### src/rtl/aes_seq_pkg.sv
// Shared types and constants for the AES round sequencer: state encoding,
// key-length codes, round counts and the Go/Ry vector bit positions.
package aes_seq_pkg;

  typedef enum logic [2:0] {
    ST_IDLE,
    ST_ARK,
    ST_SBT,
    ST_SHR,
    ST_MXC,
    ST_DONE,
    ST_ERR
  } seq_state_e;

  localparam logic [1:0] KL_128 = 2'b00;
  localparam logic [1:0] KL_192 = 2'b01;
  localparam logic [1:0] KL_256 = 2'b10;
  localparam logic [1:0] KL_RSV = 2'b11;

  localparam int unsigned NR_128 = 10;
  localparam int unsigned NR_192 = 12;
  localparam int unsigned NR_256 = 14;

  localparam int unsigned GO_ARK = 0;
  localparam int unsigned GO_SBT = 1;
  localparam int unsigned GO_SHR = 2;
  localparam int unsigned GO_MXC = 3;
  localparam int unsigned GO_W   = 4;

  // Number of rounds for a key length; the reserved code maps to 0.
  function automatic int unsigned nr_of(input logic [1:0] keylen);
    case (keylen)
      KL_128:  return NR_128;
      KL_192:  return NR_192;
      KL_256:  return NR_256;
      default: return 0;
    endcase
  endfunction

endpackage

### src/rtl/aes_stage_timer.sv
// Per-stage watchdog: counts cycles spent in a stage and flags when the
// count has reached the timeout limit.
module aes_stage_timer #(
  parameter int unsigned TMR_W   = 8,
  parameter int unsigned TIMEOUT = 255
) (
  input  logic i_clk,
  input  logic i_rst_n,
  input  logic i_clr,
  input  logic i_en,
  output logic o_expired
);

  logic [TMR_W-1:0] r_count;

  always_ff @(posedge i_clk or negedge i_rst_n) begin
    if (!i_rst_n) begin
      r_count <= '0;
    end else if (i_clr) begin
      r_count <= '0;
    end else if (i_en) begin
      r_count <= r_count + TMR_W'(1);
    end
  end

  assign o_expired = (r_count == TMR_W'(TIMEOUT));

endmodule

### src/rtl/aes_round_sequencer.sv
// AES-128/192/256 round controller: walks the ARK/SBT/SHR/MXC stages in cipher
// or inverse-cipher order with a Go/Ry handshake, watchdog and abort.
module aes_round_sequencer #(
  parameter int unsigned DATA_W   = 128,
  parameter int unsigned KEYSEL_W = 4,
  parameter int unsigned TIMEOUT  = 255,
  parameter int unsigned TMR_W    = 8
) (
  input  logic                Clk,
  input  logic                Rst_n,
  input  logic                Start,
  input  logic                Abort,
  input  logic [1:0]          KeyLen,
  input  logic                Decrypt,
  input  logic [DATA_W-1:0]   PT,
  output logic [DATA_W-1:0]   Text,
  output logic [DATA_W-1:0]   CT,
  output logic                Go_ARK,
  output logic                Go_SBT,
  output logic                Go_SHR,
  output logic                Go_MXC,
  input  logic                Ry_ARK,
  input  logic                Ry_SBT,
  input  logic                Ry_SHR,
  input  logic                Ry_MXC,
  input  logic [DATA_W-1:0]   Text_ARK,
  input  logic [DATA_W-1:0]   Text_SBT,
  input  logic [DATA_W-1:0]   Text_SHR,
  input  logic [DATA_W-1:0]   Text_MXC,
  output logic                Inv,
  output logic [KEYSEL_W-1:0] KeySel,
  output logic                Busy,
  output logic                Ry,
  output logic                Err
);

  import aes_seq_pkg::*;

  seq_state_e          r_state;
  logic [1:0]          r_keylen;
  logic                r_inv;
  logic [KEYSEL_W-1:0] r_keysel;
  logic [DATA_W-1:0]   r_text;
  logic [DATA_W-1:0]   r_ct;
  logic [GO_W-1:0]     r_go;
  logic                r_busy;
  logic                r_ry;
  logic                r_err;

  logic                w_in_stage;
  logic                w_first;
  logic                w_stage_ry;
  logic [DATA_W-1:0]   w_stage_text;
  logic                w_cap;
  logic                w_start;
  logic                w_expired;
  logic                w_timeout;
  logic                w_tmr_clr;
  logic [KEYSEL_W-1:0] w_nr;

  assign w_in_stage = (r_state inside {ST_ARK, ST_SBT, ST_SHR, ST_MXC});
  assign w_first    = |r_go;
  assign w_nr       = KEYSEL_W'(nr_of(r_keylen));
  assign w_start    = Start && (r_state inside {ST_IDLE, ST_DONE, ST_ERR});

  // Select the handshake of the active stage only; other Ry inputs are ignored.
  always_comb begin
    w_stage_ry   = 1'b0;
    w_stage_text = r_text;
    case (r_state)
      ST_ARK: begin w_stage_ry = Ry_ARK; w_stage_text = Text_ARK; end
      ST_SBT: begin w_stage_ry = Ry_SBT; w_stage_text = Text_SBT; end
      ST_SHR: begin w_stage_ry = Ry_SHR; w_stage_text = Text_SHR; end
      ST_MXC: begin w_stage_ry = Ry_MXC; w_stage_text = Text_MXC; end
      default: ;
    endcase
  end

  // Ry is not accepted in the Go cycle, giving every stage at least two cycles.
  assign w_cap     = w_in_stage && !w_first && w_stage_ry;
  assign w_timeout = w_in_stage && w_expired && !w_cap;
  assign w_tmr_clr = !w_in_stage || w_cap;

  aes_stage_timer #(
    .TMR_W   (TMR_W),
    .TIMEOUT (TIMEOUT)
  ) u_timer (
    .i_clk     (Clk),
    .i_rst_n   (Rst_n),
    .i_clr     (w_tmr_clr),
    .i_en      (w_in_stage),
    .o_expired (w_expired)
  );

  always_ff @(posedge Clk or negedge Rst_n) begin
    if (!Rst_n) begin
      r_state  <= ST_IDLE;
      r_keylen <= KL_128;
      r_inv    <= 1'b0;
      r_keysel <= '0;
      r_text   <= '0;
      r_ct     <= '0;
      r_go     <= '0;
      r_busy   <= 1'b0;
      r_ry     <= 1'b0;
      r_err    <= 1'b0;
    end else begin
      r_go <= '0;
      if (Abort) begin
        r_state  <= ST_IDLE;
        r_keysel <= '0;
        r_busy   <= 1'b0;
        r_ry     <= 1'b0;
        r_err    <= 1'b0;
      end else if (w_start) begin
        r_keylen <= KeyLen;
        r_inv    <= Decrypt;
        r_text   <= PT;
        r_ry     <= 1'b0;
        if (KeyLen == KL_RSV) begin
          r_state  <= ST_ERR;
          r_keysel <= '0;
          r_busy   <= 1'b0;
          r_err    <= 1'b1;
        end else begin
          r_state      <= ST_ARK;
          r_go[GO_ARK] <= 1'b1;
          r_keysel     <= Decrypt ? KEYSEL_W'(nr_of(KeyLen)) : '0;
          r_busy       <= 1'b1;
          r_err        <= 1'b0;
        end
      end else if (w_timeout) begin
        r_state <= ST_ERR;
        r_busy  <= 1'b0;
        r_err   <= 1'b1;
      end else if (w_cap) begin
        r_text <= w_stage_text;
        r_ct   <= w_stage_text;
        case (r_state)
          ST_ARK: begin
            if ((!r_inv && r_keysel == w_nr) || (r_inv && r_keysel == '0)) begin
              r_state <= ST_DONE;
              r_busy  <= 1'b0;
              r_ry    <= 1'b1;
            end else if (!r_inv) begin
              r_keysel     <= r_keysel + KEYSEL_W'(1);
              r_state      <= ST_SBT;
              r_go[GO_SBT] <= 1'b1;
            end else if (r_keysel == w_nr) begin
              r_keysel     <= r_keysel - KEYSEL_W'(1);
              r_state      <= ST_SHR;
              r_go[GO_SHR] <= 1'b1;
            end else begin
              r_state      <= ST_MXC;
              r_go[GO_MXC] <= 1'b1;
            end
          end
          ST_SBT: begin
            if (r_inv) begin
              r_state      <= ST_ARK;
              r_go[GO_ARK] <= 1'b1;
            end else begin
              r_state      <= ST_SHR;
              r_go[GO_SHR] <= 1'b1;
            end
          end
          ST_SHR: begin
            if (r_inv) begin
              r_state      <= ST_SBT;
              r_go[GO_SBT] <= 1'b1;
            end else if (r_keysel == w_nr) begin
              r_state      <= ST_ARK;
              r_go[GO_ARK] <= 1'b1;
            end else begin
              r_state      <= ST_MXC;
              r_go[GO_MXC] <= 1'b1;
            end
          end
          ST_MXC: begin
            if (r_inv) begin
              r_keysel     <= r_keysel - KEYSEL_W'(1);
              r_state      <= ST_SHR;
              r_go[GO_SHR] <= 1'b1;
            end else begin
              r_state      <= ST_ARK;
              r_go[GO_ARK] <= 1'b1;
            end
          end
          default: r_state <= ST_IDLE;
        endcase
      end
    end
  end

  assign Text   = r_text;
  assign CT     = r_ct;
  assign Go_ARK = r_go[GO_ARK];
  assign Go_SBT = r_go[GO_SBT];
  assign Go_SHR = r_go[GO_SHR];
  assign Go_MXC = r_go[GO_MXC];
  assign Inv    = r_inv;
  assign KeySel = r_keysel;
  assign Busy   = r_busy;
  assign Ry     = r_ry;
  assign Err    = r_err;

endmodule

### config.mk
export PLATFORM = sky130hd
export DESIGN_NAME = aes_round_sequencer
export DESIGN_NICKNAME = d
export VERILOG_FILES = /design/src/rtl/aes_seq_pkg.sv /design/src/rtl/aes_stage_timer.sv /design/src/rtl/aes_round_sequencer.sv
export SDC_FILE = /design/constraint.sdc
export NUM_CORES = 1
export LEC_CHECK = 0
export ABC_AREA = 1
export CORE_AREA = 2 2 353 355
export DETAILED_ROUTE_END_ITERATION = 7
export DIE_AREA = 0 0 355 357
export HOLD_SLACK_MARGIN = 0.08
export PLACE_DENSITY = 0.33
export SETUP_SLACK_MARGIN = 0.02
export SLEW_MARGIN = 20
export SYNTH_ARGS = -nofsm -noshare
export SYNTH_HDL_FRONTEND = slang
export SYNTH_SLANG_ARGS = --single-unit
### constraint.sdc
create_clock -name Clk -period 4.3 [get_ports Clk]
set_clock_uncertainty 0.1 [all_clocks]
set_input_delay 0.86 -clock Clk [delete_from_list [all_inputs] [get_ports Clk]]
set_output_delay 0.86 -clock Clk [all_outputs]
set_load 0.02 [all_outputs]
# After elaboration in Yosys (flattened, before gate mapping)

Cells that the tools add are included.
W data, S select, Z words.

Flip-flop bits (word level): 281
Output and inout bits: 268
Logic and storage cells: 138

$add $sub $neg: 3
Equal/unequal tests: 18
Mux-type cells: 67
Bitwise logic cells: 3
Reductions and logical operators: 36

Operators by type and width:

| cell                  | number |
|---|---|
| $pmux W128 S4         | 1 |
| $mux W128             | 3 |
| $mux W4               | 13 |
| $mux W3               | 12 |
| $mux W1               | 24 |
| $pmux W4 S3           | 2 |
| $reduce_bool A4 Y1    | 5 |
| $mux W8               | 2 |
| $reduce_bool A3 Y1    | 5 |
| $pmux W3 S4           | 1 |
| $eq A3 B3 Y1 const B  | 3 |
| $add A8 B1 Y8 const B | 1 |
| $eq A8 B8 Y1 const B  | 1 |
| $ne A4 B4 Y1 const B  | 2 |
| $pmux W4 S2           | 1 |
| $reduce_and A4 Y1     | 2 |
| $logic_and A1 B1 Y1   | 7 |
| $eq A2 B2 Y1 const B  | 3 |
| $eq A3 B2 Y1 const B  | 2 |
| $mux W2               | 3 |
| $pmux W1 S3           | 2 |
| $reduce_and A3 Y1     | 2 |
| $reduce_and A6 Y1     | 1 |
| $ne A5 B4 Y1 const B  | 1 |
| 18 further kinds      | 28 |

# Longest topological paths before layout

Gate-level depths: netlist of the first run.

Depth in word-level cells: 11
Gate-level depth with buffers: 13

# Modules after synthesis

Synthesis of the first run repeated with hierarchy kept, for this count alone.

Cells, all modules: 2649
Area total of the unflattened synthesis: 16847.4 um^2

Modules (own cells, without submodules):

| module              | instances | cells each | area each (um^2) | seq. area each (um^2) |
|---|---|---|---|---|
| aes_round_sequencer | 1         | 2588       | 16404.5          | 6831.6 |
| aes_stage_timer     | 1         | 61         | 442.9            | 200.2 |

# Worst setup path before layout of the first run

OpenSTA, ideal clock, no wires.

Kind: input to register
Start point: input port Start
End point: register r_text[47], in the netlist Text[47]
Library setup time: 0.126 ns
Arrival time: 1.868 ns
Setup slack: 2.205 ns
Cell stages on the path: 9
Path buffers: 2
Cell sequence: inv_1 nor2_2 nand2_2 nor2_2 inv_2 nand2_4 buf_6 buf_2 o21ai_0

Longest elaborated chain between the ends: 3
Elaborated cells on any way between the ends: 5

RTL lines:

| element                                                      | RTL line                   | source |
|---|---|---|
| start, declared                                              | aes_round_sequencer.sv:11  | `input logic Start,` |
| $logic_and A1 B1 Y1 (*)                                      | aes_round_sequencer.sv:64  | `assign w_start = Start && (r_state inside {ST_IDLE, ST_DONE, ST_ERR});` |
| $ne A2 B2 Y1 (no line) or $reduce_bool A2 Y1 (tied branches) | --                         |  |
| $reduce_and A3 Y1 (no line)                                  | --                         |  |
| end signal, assigned                                         | aes_round_sequencer.sv:137 | `r_text <= w_stage_text;` |
| end, declared                                                | aes_round_sequencer.sv:43  | `logic [DATA_W-1:0] r_text;` |

Mark *: on every way between the ends. The rest lies on a longest branch, timed or not.
A chain may end at the register's enable or synchronous reset.

# Worst setup path in the final report of the first run

Start point: register r_state[2]
End point: register r_text[59], in the netlist Text[59]

Longest elaborated chain between the ends: 8
Elaborated cells on any way between the ends: 23

RTL lines:

| element                              | RTL line                                             | source |
|---|---|---|
| start, declared                      | aes_round_sequencer.sv:39                            | `seq_state_e r_state;` |
| start signal, assigned               | aes_round_sequencer.sv:97                            | `r_state <= ST_IDLE;` |
| start signal, assigned               | aes_round_sequencer.sv:110                           | `r_state <= ST_IDLE;` |
| start signal, assigned               | aes_round_sequencer.sv:121                           | `r_state <= ST_ERR;` |
| $eq A3 B1 Y1 (tied with other cells) | aes_round_sequencer.sv:61, aes_round_sequencer.sv:70 |  |
| $reduce_bool A4 Y1                   | aes_round_sequencer.sv:61                            | `assign w_in_stage = (r_state inside {ST_ARK, ST_SBT, ST_SHR, ST_MXC});` |
| $logic_and A1 B1 Y1 (2 in a row)     | aes_round_sequencer.sv:80                            | `assign w_cap = w_in_stage && !w_first && w_stage_ry;` |
| $logic_not A1 Y1                     | aes_round_sequencer.sv:81                            | `assign w_timeout = w_in_stage && w_expired && !w_cap;` |
| $logic_and A1 B1 Y1                  | aes_round_sequencer.sv:81                            |  |
| $ne A2 B2 Y1 (no line)               | --                                                   |  |
| $reduce_and A3 Y1 (no line)          | --                                                   |  |

Parallel ways exist; a longest one is shown, timed or not. The select of a mux whose other input is x is not followed.

==> results of run 1 <==
-- path summary, 6_finish.rpt --
check,start,end,cells after the start
setup / recovery,r_state[2]$_DFFE_PN0P_,Text[59]$_DFFE_PN0P_,9
hold / removal,Rst_n,r_keylen[1]$_DFFE_PN0P_,1
setup reg to reg,r_state[2]$_DFFE_PN0P_,Text[59]$_DFFE_PN0P_,9
hold reg to reg,CT[106]$_DFFE_PN0P_,CT[106]$_DFFE_PN0P_,2
max in group asynchronous,Rst_n,CT[66]$_DFFE_PN0P_,2
min in group Clk,CT[106]$_DFFE_PN0P_,CT[106]$_DFFE_PN0P_,2
-- metal layers --
metal / up-vias / GRT usage [%]
li1: 9988 / -
met1: 9168 / 20.4
met2: 679 / 29.6
met3: 135 / 4.80
met4: 26 / 4.31
met5: - / 0
-- state kept, by name, summed over array words and instances (netlist names) --
signal,cells
r_keylen,2
u_timer.r_count,8
CT,128
r_state,3
Text,128
Inv,1
Busy,1
KeySel,4
Ry,1
r_go,4
Err,1
-- cells by family (layout without fill, tap and decap cells) --
logic type / after synthesis / in the layout / synth area share [%]
AOI/OAI and AO/OA: 279 / 279 / 8.28
xor gates and xnor gates: 1 / 1 / 0.0516
adders and majority gates: 7 / 7 / 0.516
buffers and inverters: 319 / 1215 / 7.88
DFF: 281 / 281 / 41.4
other: 0 / 8 / 0
and+or+nand+nor: 1758 / 1758 / 41.9
-- final cells by class --
| type | instances | area (sq um) | share of cell area, % |
|---|---|---|---|
| Antenna cell | 8 | 20.0 | 0.0677 |
| Clock buffer | 64 | 1270 | 4.28 |
| Clock inverter | 10 | 104 | 0.351 |
| Inverter | 164 | 629 | 2.13 |
| Multi-Input combinational cell | 2045 | 8670 | 29.3 |
| Sequential cell | 281 | 7030 | 23.8 |
| Tap cell | 1637 | 2050 | 6.92 |
| Timing Repair Buffer | 977 | 9820 | 33.2 |
-- metrics by stage --
step                      util, %  power, W  cells  worst slack, ns
after floorplan                 -    0.0108   2645             2.21
after global placement       22.9    0.0171   5104            0.938
after detailed placement     22.9    0.0170   5104            0.935
after CTS                    24.0    0.0208   5178             1.21
after global routing         24.1    0.0219   5183             1.14
final                        24.1    0.0202   5186             1.20
-- synth_stat cells (2+ instances only) --
cell / count / share of area [%]
buf_4: 13 / 0.57
a21oi_1: 11 / 0.32
or2_2: 66 / 2.4
buf_2: 68 / 2.0
clkbuf_1: 60 / 1.3
o21ai_0: 226 / 6.7
inv_2: 6 / 0.13
nand2_4: 2 / 0.13
nand4_1: 9 / 0.33
nand3_1: 90 / 2.7
nor3_1: 134 / 3.9
nor3b_1: 2 / 0.088
nand2_1: 1298 / 29
nor2_2: 5 / 0.18
ha_1: 7 / 0.52
nor2_1: 150 / 3.3
dfrtp_1: 281 / 41
inv_1: 158 / 3.5
o21ai_1: 39 / 1.1
buf_1: 13 / 0.29
-- power by group through the flow --
stage	logic, W	registers, W	clock network (W)
2_1_floorplan	0.00516	0.00561	0
3_3_place_gp	0.0125	0.00461	0
3_5_place_dp	0.0125	0.00459	0
4_1_cts	0.0125	0.00457	0.00373
5_1_grt	0.0134	0.00470	0.00381
6_report	0.0121	0.00455	0.00356
==> metrics.md, run 1 <==
| Metric | Value |
|---|---|
| Status | `completed` |
| Hpwl dp | `about 88,000 um` |
| Crit-path cells | `inv_2 > nand3_1 > inv_6 > nand2_1 > nand2_1 > nor3_1 > nand2_1 > nand3_1 > o21ai_0` |
| Clk sinks | `around 280` |
| Synth Register Bits | `about 280` |
| Clk network pwr share | `about 18%` |
| Seq pwr share | `between 20 and 25%` |
| Clk buf depth | `3` |
| DIE WIDTH | `355 um` |
| Die area | `between 100,000 and 150,000 sq um` |
| Final Max Tran Viols | `0` |
| CP max FO | `between 60 and 70` |
| Int Pwr | `around 0.010 W` |
| DRT antenna net count | `0` |
| Port-buffer cells | `~920` |
| Most used DFF post-synth | `dfrtp_1` |
| Filler instances | `13,900` |
| CTS H-tree lvls | `2` |
| Net Sw Power | `a little under 0.01 W` |
| Slowest cell on crit path | `nor3_1` |
| Core area | `123,000 sq um` |
| Post-Syn Nets | `roughly 3,300` |
| Design Area, Final | `around 30,000 sq um` |
| Static leakage | `roughly 13 nW` |
| Largest net degree at the start of global routing | `approximately 150` |
| Total track usage | `17.0%` |
| Switch share | `48.9%` |
| Largest delay share family, worst path | `simple AND/OR/NAND/NOR gates` |
| CP required | `4.64 ns` |
| Post_cts resized | `0` |
| Largest stage delay, worst path | `a little under 0.9 ns` |
| Max Freq | `approximately 320 MHz` |
| Initial antenna violation count | `35` |
| Fin Hold WS | `~0.22 ns` |
| Critical Path Most Common Cell | `nand2_1` |
| EDFF count, synth | `0` |
| Router iterations before antenna repair | `7` |
| Post-synthesis sequential area ratio | `between 40% and 50%` |
| Number of global-route vias before repair | `about 21,000` |
| Max-cap violations | `0` |
| Worst Tran Pin Value | `1.01 ns` |
| Final period util | `just over 70%` |
| Post-CTS setup buffers | `0` |
| Routed Wire Length | `roughly 110,000 um` |
| Vias | `20,000` |
| Ports | `919` |
| Post-Synthesis Cells | `about 2,600` |
| Maximum vdd ir drop | `just under 0.0005 V` |
| Commonest non-fill, non-tap cell in the layout | `nand2_1` |
| CTS clk-pin slew, worst paths | `0.06 ns` |
| Crit path kind | `flip-flop to flip-flop` |
| Syn_area_per_cell | `between 6 and 7 sq um` |
| Num CTS Buffers | `42` |
| Post-route setup TNS | `0 ns` |
| Placed Area | `~28,000 sq um` |
| Combinational power share | `roughly 60%` |
| Post-synthesis instance area | `around 17,000 sq um` |
| Initial Util | `roughly 14%` |
| Die H | `between 300 and 400 um` |
| Aggregate global routing overflow | `0` |
| FFs w/ async S/R, synth | `100%` |
| Final net count | `4,169` |
| CTS tree | `built` |
| RSZ-0062 raised after global routing | `no` |
| Worst hold-check path type | `primary input to async pin` |
| CP startpoint kind | `flip-flop` |
| Skew-Pair Late Insertion Delay | `0.59 ns` |
| DRT met1 WL | `between 40,000 and 50,000 um` |
| Ys Warns | `0` |
| Area Overhead vs Synth | `74.3%` |
| Top sig layer | `met5` |
| Min Tclk post-route | `slightly above 3 ns` |
| Met3 Wirelength | `between 7000 and 8000 um` |
| R2R setup slack | `1.20 ns` |
| Layout cells sized above 1 | `5.82%` |
| Initial drt markers | `970` |
| CTS root buffer | `clkbuf_16` |
| Wirelength per Cell | `approximately 22 um` |
| Final hold vios | `0` |
| Commonest non-fill, non-tap cells in the layout | `nand2_1, clkdlybuf4s50_1, dfrtp_1` |
| Max-slew headroom | `31.8%` |
| Via density | `between 3 and 4` |
| Bufs and invs on worst path | `2` |
| First-pass GRT wire length | `154,000 um` |
| Endpoint type of the worst setup path | `flip-flop` |
| Yosys cell types | `27` |
| Worst Path Arrival | `between 3 and 4 ns` |
| Met2 WL | `around 55,000 um` |
| Post-CTS Hold Buffers | `0` |
| Gpl congestion | `0.807` |
| PwrDens | `about 700 nW/um^2` |
| # DRC | `0` |
| # setup viols final | `0` |
| Row cnt | `129` |
(Power assumes the default switching activity.)
==> inputs of run 2 (changes only) <==
PLACE_DENSITY = 0.34   (was 0.33)
clock period = 2.8 ns   (was 4.3 ns; I/O delays follow)
==> run 2 against run 1 <==
Utilization up 0.65 points. Register-to-register slack lost 0.97 ns. Die area is the same. Worst hold slack improved by 0.16 ns. Critical path depth fell by 1. Sequential share of layout area down 0.63 points. Power increased by 59%. Wire length fell by 1.6%. Critical endpoint is now CT[54]$_DFFE_PN0P_.
==> metrics.md, run 2 (synthesized netlist as in run 1, its figures left out) <==
| Metric | Value |
|---|---|
| Status | `completed (unchanged)` |
| First-pass GRT wire length | `152,000 um (was 154,000 um)` |
| Max-cap violations | `0 (unchanged)` |
| Hold Path Depth | `2` |
| Router iterations before antenna repair | `5 (was 7)` |
| Final Max Tran Viols | `0 (unchanged)` |
| Design Area, Final | `30,400 sq um (was 29,600 sq um)` |
| Total power draw | `0.0322 W (was 0.0202 W)` |
| Final hold vios | `0 (unchanged)` |
| CP max FO | `24 (was 64)` |
| Crit path from | `r_state[0]$_DFFE_PN0P_ (was r_state[2]$_DFFE_PN0P_)` |
| Min Tclk post-route | `2.57 ns (was 3.10 ns)` |
| PwrDens | `1060 nW/um^2 (was 684 nW/um^2)` |
| Skew-Pair Late Insertion Delay | `0.58 ns (was 0.59 ns)` |
| Crit path kind | `flip-flop to flip-flop (unchanged)` |
| # DRC | `0 (unchanged)` |
| Post-route setup TNS | `0 ns (unchanged)` |
| R2R depth | `8 (was 9)` |
| Ports | `919 (unchanged)` |
| CTS clk-pin slew, worst paths | `0.06 ns (about the same)` |
| Port-buffer cells | `918 (unchanged)` |
| Vias | `20,300 (was 20,000)` |
| Number of global-route vias before repair | `20,500 (about the same)` |
| Clk sinks | `281 (unchanged)` |
| Largest net degree at the start of global routing | `112 (was 147)` |
| CTS root buffer | `clkbuf_16 (unchanged)` |
| Die H | `357 um (unchanged)` |
| Filler instances | `13,900 (about the same)` |
| Worst hold-check path type | `flip-flop to flip-flop (was primary input to async pin)` |
| R2R setup slack | `0.23 ns (was 1.20 ns)` |
| Placed Area | `29,100 sq um (was 28,200 sq um)` |
| Hold Crit Endpoint | `CT[49]$_DFFE_PN0P_` |
| Hpwl dp | `89,600 um (was 87,700 um)` |
| Initial Util | `13.8% (unchanged)` |
| Reg-to-reg endpoint | `CT[54]$_DFFE_PN0P_ (was Text[59]$_DFFE_PN0P_)` |
| Hold Crit Start | `CT[49]$_DFFE_PN0P_` |
| Row cnt | `129 (unchanged)` |
| Worst Path Arrival | `2.94 ns (was 3.44 ns)` |
| Post-CTS Hold Buffers | `1 (was 0)` |
| Final period util | `91.8% (was 72.2%)` |
| Aggregate global routing overflow | `0 (unchanged)` |
| Total track usage | `16.7% (was 17.0%)` |
| Clk buf depth | `3 (unchanged)` |
| Num CTS Buffers | `40 (was 42)` |
| Maximum vdd ir drop | `0.000715 V (was 0.000491 V)` |
| Routed Wire Length | `110,000 um (was 112,000 um)` |
| Max-slew headroom | `52.1% (was 31.8%)` |
| DRT antenna net count | `0 (unchanged)` |
| Commonest non-fill, non-tap cells in the layout | `nand2_1, clkdlybuf4s50_1, dfrtp_1 (unchanged)` |
| RSZ-0062 raised after global routing | `no (unchanged)` |
| Layout cells sized above 1 | `7.84% (was 5.82%)` |
| Initial antenna violation count | `28 (was 35)` |
| CP required | `3.17 ns (was 4.64 ns)` |
| Worst Tran Pin Value | `0.712 ns (was 1.01 ns)` |
| Commonest non-fill, non-tap cell in the layout | `nand2_1 (unchanged)` |
| Fin Hold WS | `0.382 ns (was 0.221 ns)` |
| Max Freq | `389 MHz (was 322 MHz)` |
| Die area | `127,000 sq um (unchanged)` |
| Via density | `3.85 (was 3.86)` |
| CTS tree | `built (unchanged)` |
| # setup viols final | `0 (unchanged)` |
| CP startpoint kind | `flip-flop (unchanged)` |
| Post_cts resized | `0 (unchanged)` |
| Wirelength per Cell | `20.9 um (was 21.6 um)` |
| Static leakage | `13.9 nW (was 13.5 nW)` |
| CTS H-tree lvls | `2 (unchanged)` |
| Worst reg2reg path startpoint | `r_state[0]$_DFFE_PN0P_ (was r_state[2]$_DFFE_PN0P_)` |
| Initial drt markers | `1,019 (was 970)` |
| Core area | `123,000 sq um (unchanged)` |
| Final net count | `4,249 (was 4,169)` |
| Area Overhead vs Synth | `79.0% (was 74.3%)` |
| Endpoint type of the worst setup path | `flip-flop (unchanged)` |
| Post-CTS setup buffers | `0 (unchanged)` |
| DIE WIDTH | `355 um (unchanged)` |
| Gpl congestion | `0.817 (was 0.807)` |
-- run 2: cell types whose count changed in the layout (fill, tap and decap cells not counted), moves of 2 or more --
cell / previous run / this run
buf_4: 44 / 105
buf_12: 15 / 35
clkbuf_16: 45 / 41
clkinv_2: 8 / 4
clkbuf_8: 7 / 9
-- run 2: how the worst max path moves through the flow --
stage                                  endpoint  cells after the start
final                        CT[54]$_DFFE_PN0P_                      8
after global routing         CT[54]$_DFFE_PN0P_                      8
after CTS                             Text[127]                      1
after detailed placement   Text[84]$_DFFE_PN0P_                     11
after global placement       CT[54]$_DFFE_PN0P_                      8
after floorplan           KeySel[3]$_DFFE_PN0P_                     12
-- run 2: through the flow --
step | setup slack, ns | instances | utilization (%)
6_report | 0.230 | 5267 | 24.7
4_1_cts | 0.175 | 5258 | 24.7
3_5_place_dp | 0.193 | 5185 | 23.6
2_1_floorplan | 0.871 | 2645 | -
5_1_grt | 0.102 | 5265 | 24.7
3_3_place_gp | 0.195 | 5185 | 23.6
-- run 2: area by class of cell --
| cell class | count | area (sq um) | area share [%] |
|---|---|---|---|
| clock buffers | 63 | 1200 | 3.94 |
| inverters | 164 | 627 | 2.06 |
| well taps | 1637 | 2050 | 6.74 |
| multi-input cells | 2045 | 8670 | 28.5 |
| flip-flops and latches | 281 | 7030 | 23.1 |
| clock inverters | 9 | 109 | 0.358 |
| repair buffers | 1059 | 10700 | 35.2 |
| diodes | 9 | 22.5 | 0.0741 |
-- run 2: metal layers --
metal	wire [um]	vias to the layer above	track usage [%]	part of all wire (%)
li1	-	10100	-	-
met1	46200	9377	20.4	42
met2	54500	650	29.1	49
met3	7640	93	4.36	6.9
met4	1720	10	3.93	1.6
met5	68	-	0	0.062
-- run 2: report_power, final --
group | internal, W | total [W] | switching, W
clock | 0.00312 | 0.00524 | 0.00212
combinational | 0.00792 | 0.0200 | 0.0121
sequential | 0.00575 | 0.00695 | 0.00120
total | 0.0168 | 0.0322 | 0.0154
-- run 2: critical path, cell delays in order, from the launching register on --
cell	delay (ns)
dfrtp_1	0.55
nand3_1	0.39
nand3_4	0.21
buf_12	0.22
buf_12	0.18
nor2_1	0.04
nor3_1	0.40
buf_4	0.23
o21ai_0	0.08
